**src/rtl/clk_div_cfg_ctrl.sv**
```systemverilog
// Configuration front-end for the integer clock divider: validates ratio/bypass
// requests and applies them only on a divided-period boundary. Optional macro: CFG_LOCK_EN.
module clk_div_cfg_ctrl #(
   parameter logic [3:0] DEFAULT_RATIO = 4'd2,
   parameter logic       DEFAULT_EN    = 1'b1
) (
   input  logic       I_ref_clk,
   input  logic       I_rst_n,
   input  logic       I_cfg_valid,
   input  logic [3:0] I_cfg_ratio,
   input  logic       I_cfg_bypass,
`ifdef CFG_LOCK_EN
   input  logic       I_cfg_lock,
`endif
   output logic       O_cfg_ready,
   output logic [3:0] O_div_ratio,
   output logic       O_clk_en,
   output logic       O_cfg_err,
   output logic       O_period_tick,
   output logic [3:0] O_phase
);

   typedef enum logic [1:0] {
      IDLE  = 2'd0,
      PEND  = 2'd1,
      APPLY = 2'd2
   } state_t;

   state_t     state_q, state_d;
   logic [3:0] ratio_q, ratio_d;
   logic       en_q, en_d;
   logic [3:0] phase_q, phase_d;
   logic       err_q, err_d;
   logic [3:0] pend_ratio_q, pend_ratio_d;
   logic       pend_en_q, pend_en_d;
   logic       boundary;
   logic       xfer;

`ifdef CFG_LOCK_EN
   assign O_cfg_ready = (state_q == IDLE) && !I_cfg_lock;
`else
   assign O_cfg_ready = (state_q == IDLE);
`endif

   assign xfer     = I_cfg_valid && O_cfg_ready;
   assign boundary = (phase_q == ratio_q);

   // NOTE: every _d gets a default at the top so no path leaves it unassigned and no latch is inferred.
   always_comb begin
      state_d      = state_q;
      ratio_d      = ratio_q;
      en_d         = en_q;
      pend_ratio_d = pend_ratio_q;
      pend_en_d    = pend_en_q;
      err_d        = 1'b0;
      phase_d      = (phase_q < ratio_q) ? phase_q + 4'd1 : 4'd1;

      case (state_q)
         IDLE: begin
            if (xfer) begin
               if (!I_cfg_bypass && (I_cfg_ratio < 4'd2)) begin
                  err_d = 1'b1;
               end else begin
                  // A bypass request keeps the current ratio for when divide mode returns.
                  pend_ratio_d = I_cfg_bypass ? ratio_q : I_cfg_ratio;
                  pend_en_d    = !I_cfg_bypass;
                  state_d      = PEND;
               end
            end
         end
         PEND: begin
            // Bypass has no divided period to protect, so apply without waiting.
            if (!en_q || boundary) begin
               ratio_d = pend_ratio_q;
               en_d    = pend_en_q;
               phase_d = 4'd1;
               state_d = APPLY;
            end
         end
         APPLY:   state_d = IDLE;
         default: state_d = IDLE;
      endcase
   end

   // NOTE: state flops use non-blocking assignments so all registers update together on the edge.
   always_ff @(posedge I_ref_clk or negedge I_rst_n) begin
      if (!I_rst_n) begin
         state_q      <= IDLE;
         ratio_q      <= DEFAULT_RATIO;
         en_q         <= DEFAULT_EN;
         phase_q      <= 4'd1;
         err_q        <= 1'b0;
         pend_ratio_q <= DEFAULT_RATIO;
         pend_en_q    <= DEFAULT_EN;
      end else begin
         state_q      <= state_d;
         ratio_q      <= ratio_d;
         en_q         <= en_d;
         phase_q      <= phase_d;
         err_q        <= err_d;
         pend_ratio_q <= pend_ratio_d;
         pend_en_q    <= pend_en_d;
      end
   end

   assign O_div_ratio   = ratio_q;
   assign O_clk_en      = en_q;
   assign O_phase       = phase_q;
   assign O_cfg_err     = err_q;
   assign O_period_tick = boundary;

endmodule

```
**config.mk**
```make
export PLATFORM = sky130hd
export DESIGN_NAME = clk_div_cfg_ctrl
export DESIGN_NICKNAME = d
export VERILOG_FILES = /design/src/rtl/clk_div_cfg_ctrl.sv
export SDC_FILE = /design/constraint.sdc
export NUM_CORES = 1
export LEC_CHECK = 0
export BUFFER_PORTS_ARGS = -buffer_cell sky130_fd_sc_hd__buf_2
export CORE_MARGIN = 2
export CORE_UTILIZATION = 55
export CTS_BUF_LIST = sky130_fd_sc_hd__clkbuf_4 sky130_fd_sc_hd__clkbuf_8
export CTS_CLUSTER_SIZE = 8
export DETAILED_ROUTE_END_ITERATION = 8
export GPL_TIMING_DRIVEN = 0
export PLACE_DENSITY = 0.77
export SETUP_SLACK_MARGIN = 0.1
export SLEW_MARGIN = 30
export SYNTH_ARGS = -nofsm -noshare
export SYNTH_HDL_FRONTEND = slang
export SYNTH_SLANG_ARGS = --single-unit
```
**constraint.sdc**
```tcl
create_clock -name I_ref_clk -period 5.5 [get_ports I_ref_clk]
set_input_delay 1.1 -clock I_ref_clk [delete_from_list [all_inputs] [get_ports I_ref_clk]]
set_output_delay 1.1 -clock I_ref_clk [all_outputs]
set_load 0.1 [all_outputs]
```
==> impl_metrics.tcl, run 1 <==
set metrics [dict create \
    globalRoute.totalOverflow 0 \
    start_kind "register" \
    synth_area_leader_cell "dfrtp_1" \
    fillers 123 \
    grt_pass1_vias 541 \
    die_h_um 43.30 \
    outcome "completed" \
    slew_viol_final 0 \
    seq_area_frac_synth_pct 50.81 \
    synth_area_um2 849.6 \
    grt_pass1_wl_mm 2.325 \
    ys_seq_elements 17 \
    met1_usage_pct 21.70 \
    register_area_um2 431.7 \
    fp.dieW_um 43.30 \
    cap_viol_max_count 0 \
    finalHoldViolCount 0 \
    insertedDiodeCount 0 \
    yosys.cell_types.count 28 \
    multi_input_area_um2 384.1 \
    cts_root_buf "clkbuf_4" \
    finalInstanceArea_um2 994.7 \
    gr-usage-met2_pct 28.06 \
    synthTopCellsByArea "dfrtp_1, dfstp_2, mux2_2, ha_1, mux2_4" \
    setup_slack_ns 2.484 \
    post-place-ws_ns 2.791 \
    start_util_pct 57.74 \
    synth_common_cells "dfrtp_1, mux2_2, inv_1" \
    drtIter0Drc 4 \
    grt_usage_pct 17.20 \
    ys.flop_type "dfrtp_1" \
    io_pins 20 \
    routed-via-count 551 \
    grt_max_degree 18 \
    htreeDepth 1 \
    dieArea_um2 1875 \
    cts_setup_buffers 0 \
    drc 0 \
    area_growth_pct 17.08 \
    synthMostInstantiatedCell "dfrtp_1" \
    critPathKind "register to output pin" \
    r2r_start "O_div_ratio[1]" \
    clk_pin_slew_worst_paths_ns 0.10 \
    maxSlewHeadroom_pct 67.95 \
    top_usage_layer "met2" \
    routedWlPerCell_um 13.97 \
    post-route-period-util_pct 54.83 \
    drtPass1Iterations 4 \
    gr-usage-met3_pct 5.532 \
    setup_viol 0 \
    cts-buffers-inserted 3 \
    synth_top_area_share_pct 35.35 \
    skew_ns 0.003206 \
    path_max_fanout 4 \
    place_hpwl_mm 1.113 \
    holdPathStages 2 \
    drive_gt1_share_pct 50.57 \
    antenna_found_initial 0 \
    detailed_place.area_um2 964.7 \
    core_um2 1471 \
    cts.path.max_buffers 2 \
    syn_inst 64 \
    r2r.worst_path.cells 5 \
    hold_buffers 0 \
    fin_setup_tns_ns 0 \
    portBuffers 19 \
    cts_resized 0 \
    fp-row-count 14 \
    synth_edf_count 0 \
    syn_nets 77 \
    cp.arrival_ns 1.92 \
    viasPerCell 5.350 \
    finalCriticalPeriod_ns 3.016 \
    rsz0062_at_grt "no" \
    worst_pin_slew_ns 0.4840 \
    crit_start "O_div_ratio[1]" \
    cp-end-kind "output pin" \
    tritoncts "yes" \
    final_nets 101 \
    clock_latency_ns 0.28 \
    hold-worst-slack_ns 0.4840 \
    wirelength_mm 1.439 \
    antenna_left 0 \
    fmaxAchievable_mhz 331.6 \
    place_congestion 0.7455 \
    clock-sinks 17 \
    worstPathRequired_ns 4.40 \
    ys_async_sr_fraction_pct 100.0 \
    worstHoldStart "pend_en_q" \
    hp-class "register to register" \
    ys_warn_count 0 \
    avgSynthCellArea_um2 13.27 \
]
==> layout by cell type (no fill, tap or decap), types with 2 or more instances in the layout <==
cell and n:
clkbuf_4 4, nor4_1 2, dfstp_2 5, mux2_2 8, ha_1 5, buf_2 19, mux2_4 4, dfrtp_1 12
inv_1 6, nand2_1 2
==> flip-flops by register name, indices dropped and copies added, names as in the netlist <==
name	count
O_cfg_err	1
O_clk_en	1
O_div_ratio	4
O_phase	4
pend_en_q	1
pend_ratio_q	4
state_q	2
==> per-stage QoR <==
step / utilization, % / std cells
3_5_place_dp: 65.56 / 99
2_1_floorplan: - / 64
4_1_cts: 67.60 / 103
6_report: 67.60 / 103
3_3_place_gp: 65.56 / 99
5_1_grt: 67.60 / 103
==> worst max-delay path, cell delays in order (launching register included) <==
cell and delay, ns:
dfstp_2 0.56, inv_1 0.05, ha_1 0.28, nand4_1 0.23
inv_1 0.10, buf_2 0.42
==> cells by family (layout without fill, tap and decap cells) <==
| logic type | count (synthesis) | count (layout) | synth area share [%] |
|---|---|---|---|
| fa+ha+maj | 5 | 5 | 7.364 |
| compound gates | 6 | 6 | 6.038 |
| flops | 17 | 17 | 50.81 |
| mux | 13 | 13 | 18.85 |
| xor+xnor | 2 | 2 | 2.062 |
| buf+inv | 7 | 30 | 3.976 |
| simple gates | 14 | 14 | 10.90 |
==> metal layers <==
metal  wire length (um)  part of all wire [%]
met2                712                    49
met1                661                    46
met3                 65                   4.5
met5                  0                     0
met4                  0                     0
==> final cells by class <==
class                      instances  area share, %
timing repair buffer              19          9.560
tap                               16          2.013
clock buffer                       4          3.019
multi-input combinational         40          38.62
inverter                           6          2.264
sequential                        17          43.40
buffer                             1          1.132
==> final timing paths <==
kind                                   to  slack [ns]
min in group asynchronous      O_phase[3]        0.72
max reg2reg                O_div_ratio[3]        3.55
min                             pend_en_q        0.48
max in group asynchronous  O_div_ratio[1]        4.48
max                         O_period_tick        2.48
min reg2reg                     pend_en_q        0.48
Power of run 1 is left out: the tool's default activity adds up to more than one toggle a clock period on the data nets, which glitch-free logic cannot reach.
==> inputs of run 2 (changes only) <==
--- a/config.mk
+++ b/config.mk
@@ -5,14 +5,15 @@
 export SDC_FILE = /design/constraint.sdc
 export NUM_CORES = 1
 export LEC_CHECK = 0
+export ABC_AREA = 1
 export BUFFER_PORTS_ARGS = -buffer_cell sky130_fd_sc_hd__buf_2
 export CORE_MARGIN = 2
-export CORE_UTILIZATION = 55
+export CORE_UTILIZATION = 49
 export CTS_BUF_LIST = sky130_fd_sc_hd__clkbuf_4 sky130_fd_sc_hd__clkbuf_8
 export CTS_CLUSTER_SIZE = 8
 export DETAILED_ROUTE_END_ITERATION = 8
 export GPL_TIMING_DRIVEN = 0
-export PLACE_DENSITY = 0.77
+export PLACE_DENSITY = 0.72
 export SETUP_SLACK_MARGIN = 0.1
 export SLEW_MARGIN = 30
 export SYNTH_ARGS = -nofsm -noshare
==> constraint.sdc (replaced) <==
create_clock -name I_ref_clk -period 2.44 [get_ports I_ref_clk]
set_input_delay 0.488 -clock I_ref_clk [delete_from_list [all_inputs] [get_ports I_ref_clk]]
set_output_delay 0.488 -clock I_ref_clk [all_outputs]
set_load 0.1 [all_outputs]
==> run 2 against run 1 <==
Effect of this change: setup slack got worse by 2.3 ns; highest routed layer is now met4; first-iteration DRC count rose by 100%; register-to-register slack got worse by 2.9 ns; core utilization decreased by 5.6 points; non-clock buffer count is 1 lower; via count grew 30%.
==> impl_metrics.tcl, run 2 <==
set metrics [dict create \
    tritoncts "yes" \
    syn_nets 115 \
    synthMostInstantiatedCell "nand2_1" \
    critical_path.cell_chain "inv_1, ha_1, nand2_1, nor2_4, buf_8" \
    die_h_um 46.25 \
    viasPerCell 4.773 \
    drive_gt1_share_pct 32.00 \
    finalHoldViolCount 0 \
    synth_edf_count 0 \
    fmaxAchievable_mhz 446.7 \
    maxSlewHeadroom_pct 67.85 \
    cts_setup_buffers 0 \
    start_kind "register" \
    cts.path.max_buffers 2 \
    path_max_fanout 3 \
    drc 0 \
    fin_cells 150 \
    ys_warn_count 0 \
    drtPass1Iterations 4 \
    clock_latency_ns 0.28 \
    cp_top_family "flip-flops" \
    fp.dieW_um 46.25 \
    hp-class "input port to asynchronous set/reset pin" \
    globalRoute.totalOverflow 0 \
    grt_pass1_wl_mm 2.794 \
    max_stage_delay_ns 0.63 \
    worst_pin_slew_ns 0.4856 \
    yosys.cell_types.count 21 \
    cts-buffers-inserted 3 \
    fp-row-count 15 \
    placed_cells 146 \
    antenna_left 0 \
    cp.arrival_ns 1.75 \
    hold_buffers 0 \
    insertedDiodeCount 0 \
    area_growth_pct 21.17 \
    ys_async_sr_fraction_pct 100.0 \
    worstPathRequired_ns 1.95 \
    skew_ns 0.004989 \
    final_common_cell "nand2_1" \
    mostFrequentLayoutCells "nand2_1, buf_2, inv_1" \
    final_nets 139 \
    setup_viol 0 \
    grt_pass1_vias 642 \
    start_util_pct 51.21 \
    avgSynthCellArea_um2 8.574 \
    synth_top_area_share_pct 34.33 \
    cts_resized 1 \
    place_congestion 0.7783 \
    io_pins 20 \
    routed-via-count 716 \
    synth_area_leader_cell "dfrtp_1" \
    finalCriticalPeriod_ns 2.238 \
    utilization_pct 62.05 \
    critPathKind "register to output pin" \
    slew_viol_final 0 \
    core_um2 1708 \
    portBuffers 19 \
    outcome "completed" \
    post-route-period-util_pct 91.74 \
    ys_seq_elements 17 \
    cp_slowest_cell "dfstp_4" \
    cp-end-kind "output pin" \
    hold-worst-slack_ns 0.1094 \
    grt_max_degree 18 \
    cap_viol_max_count 0 \
    rsz0062_at_grt "no" \
    synth_area_um2 874.6 \
    ys.flop_type "dfrtp_1" \
    worst-path-buf-inv 2 \
    drtIter0Drc 8 \
    synthTopCellsByArea "dfrtp_1, dfstp_2, nand2_1, ha_1, inv_1" \
    synth_common_cells "nand2_1, inv_1, dfrtp_1" \
    clk_pin_slew_worst_paths_ns 0.10 \
    fin_setup_tns_ns 0 \
    antenna_found_initial 0 \
    htreeDepth 1 \
    seq_area_frac_synth_pct 49.36 \
    cts_root_buf "clkbuf_4" \
    clock-sinks 17 \
    dieArea_um2 2139 \
    wirelength_mm 1.617 \
    syn_inst 102 \
    routedWlPerCell_um 10.78 \
    place_hpwl_mm 1.235 \
    grt_usage_pct 18.59 \
]
==> run 2: cell types whose count changed after synthesis, moves of 2 or more <==
cell and delta:
mux2_2 -8, nor4_1 -2, nand2_4 +2, nand2_1 +30, o21ai_1 +3, nand2_2 +2
inv_1 +8, mux2_4 -4, nand3_1 +7, nor2_1 +6
==> run 2: metal layers <==
metal	global-route usage [%]	vias up	wire length, um
li1	-	365	-
met1	26.54	332	792
met2	27.78	17	763
met3	3.529	2	47
met4	6.857	0	14
met5	0	-	0
==> run 2: metrics by stage <==
step           setup WS, ns  area, um^2
2_1_floorplan        0.1166       893.4
4_1_cts              0.1250        1052
6_report             0.2016        1060
5_1_grt              0.1085        1060
3_3_place_gp         0.3295        1020
3_5_place_dp         0.3144        1020
==> run 2: cell type report <==
cell class	count	area (um^2)
tap	25	31.28
multi-input combinational	70	394.1
fill	145	648.1
clock buffer	4	30.03
inverter	15	56.30
sequential	17	442.9
timing repair buffer	19	105.1
==> run 2: path summary, 6_finish.rpt <==
path / slack, ns / end / cells past startpoint / from
min reg2reg: 0.48 / pend_en_q / 2 / pend_en_q
max: 0.20 / O_period_tick / 5 / O_div_ratio[1]
max reg2reg: 0.67 / O_phase[2] / 7 / O_div_ratio[1]
max in group asynchronous: 2.02 / O_div_ratio[1] / 1 / I_rst_n
min in group I_ref_clk: 0.40 / pend_en_q / 2 / I_cfg_bypass
min: 0.11 / pend_ratio_q[2] / 1 / I_rst_n
==> run 2: logic make-up (layout without fill, tap and decap cells) <==
logic type	count (synthesis)	after routing	share of synthesized area (%)
compound gates	10	10	8.012
simple gates	54	54	28.04
buf+inv	15	38	6.437
xor+xnor	1	1	1.002
fa+ha+maj	5	5	7.153
flops	17	17	49.36
==> run 2: worst register-to-register path, cell delays in order (launching register included) <==
cell     delay [ns]
dfstp_4        0.63
inv_1          0.07
ha_1           0.30
nand2_1        0.13
o21ai_4        0.27
nand2_4        0.14
nand2_1        0.08
nor2_1         0.05
Power of run 2 is left out for the same reason.
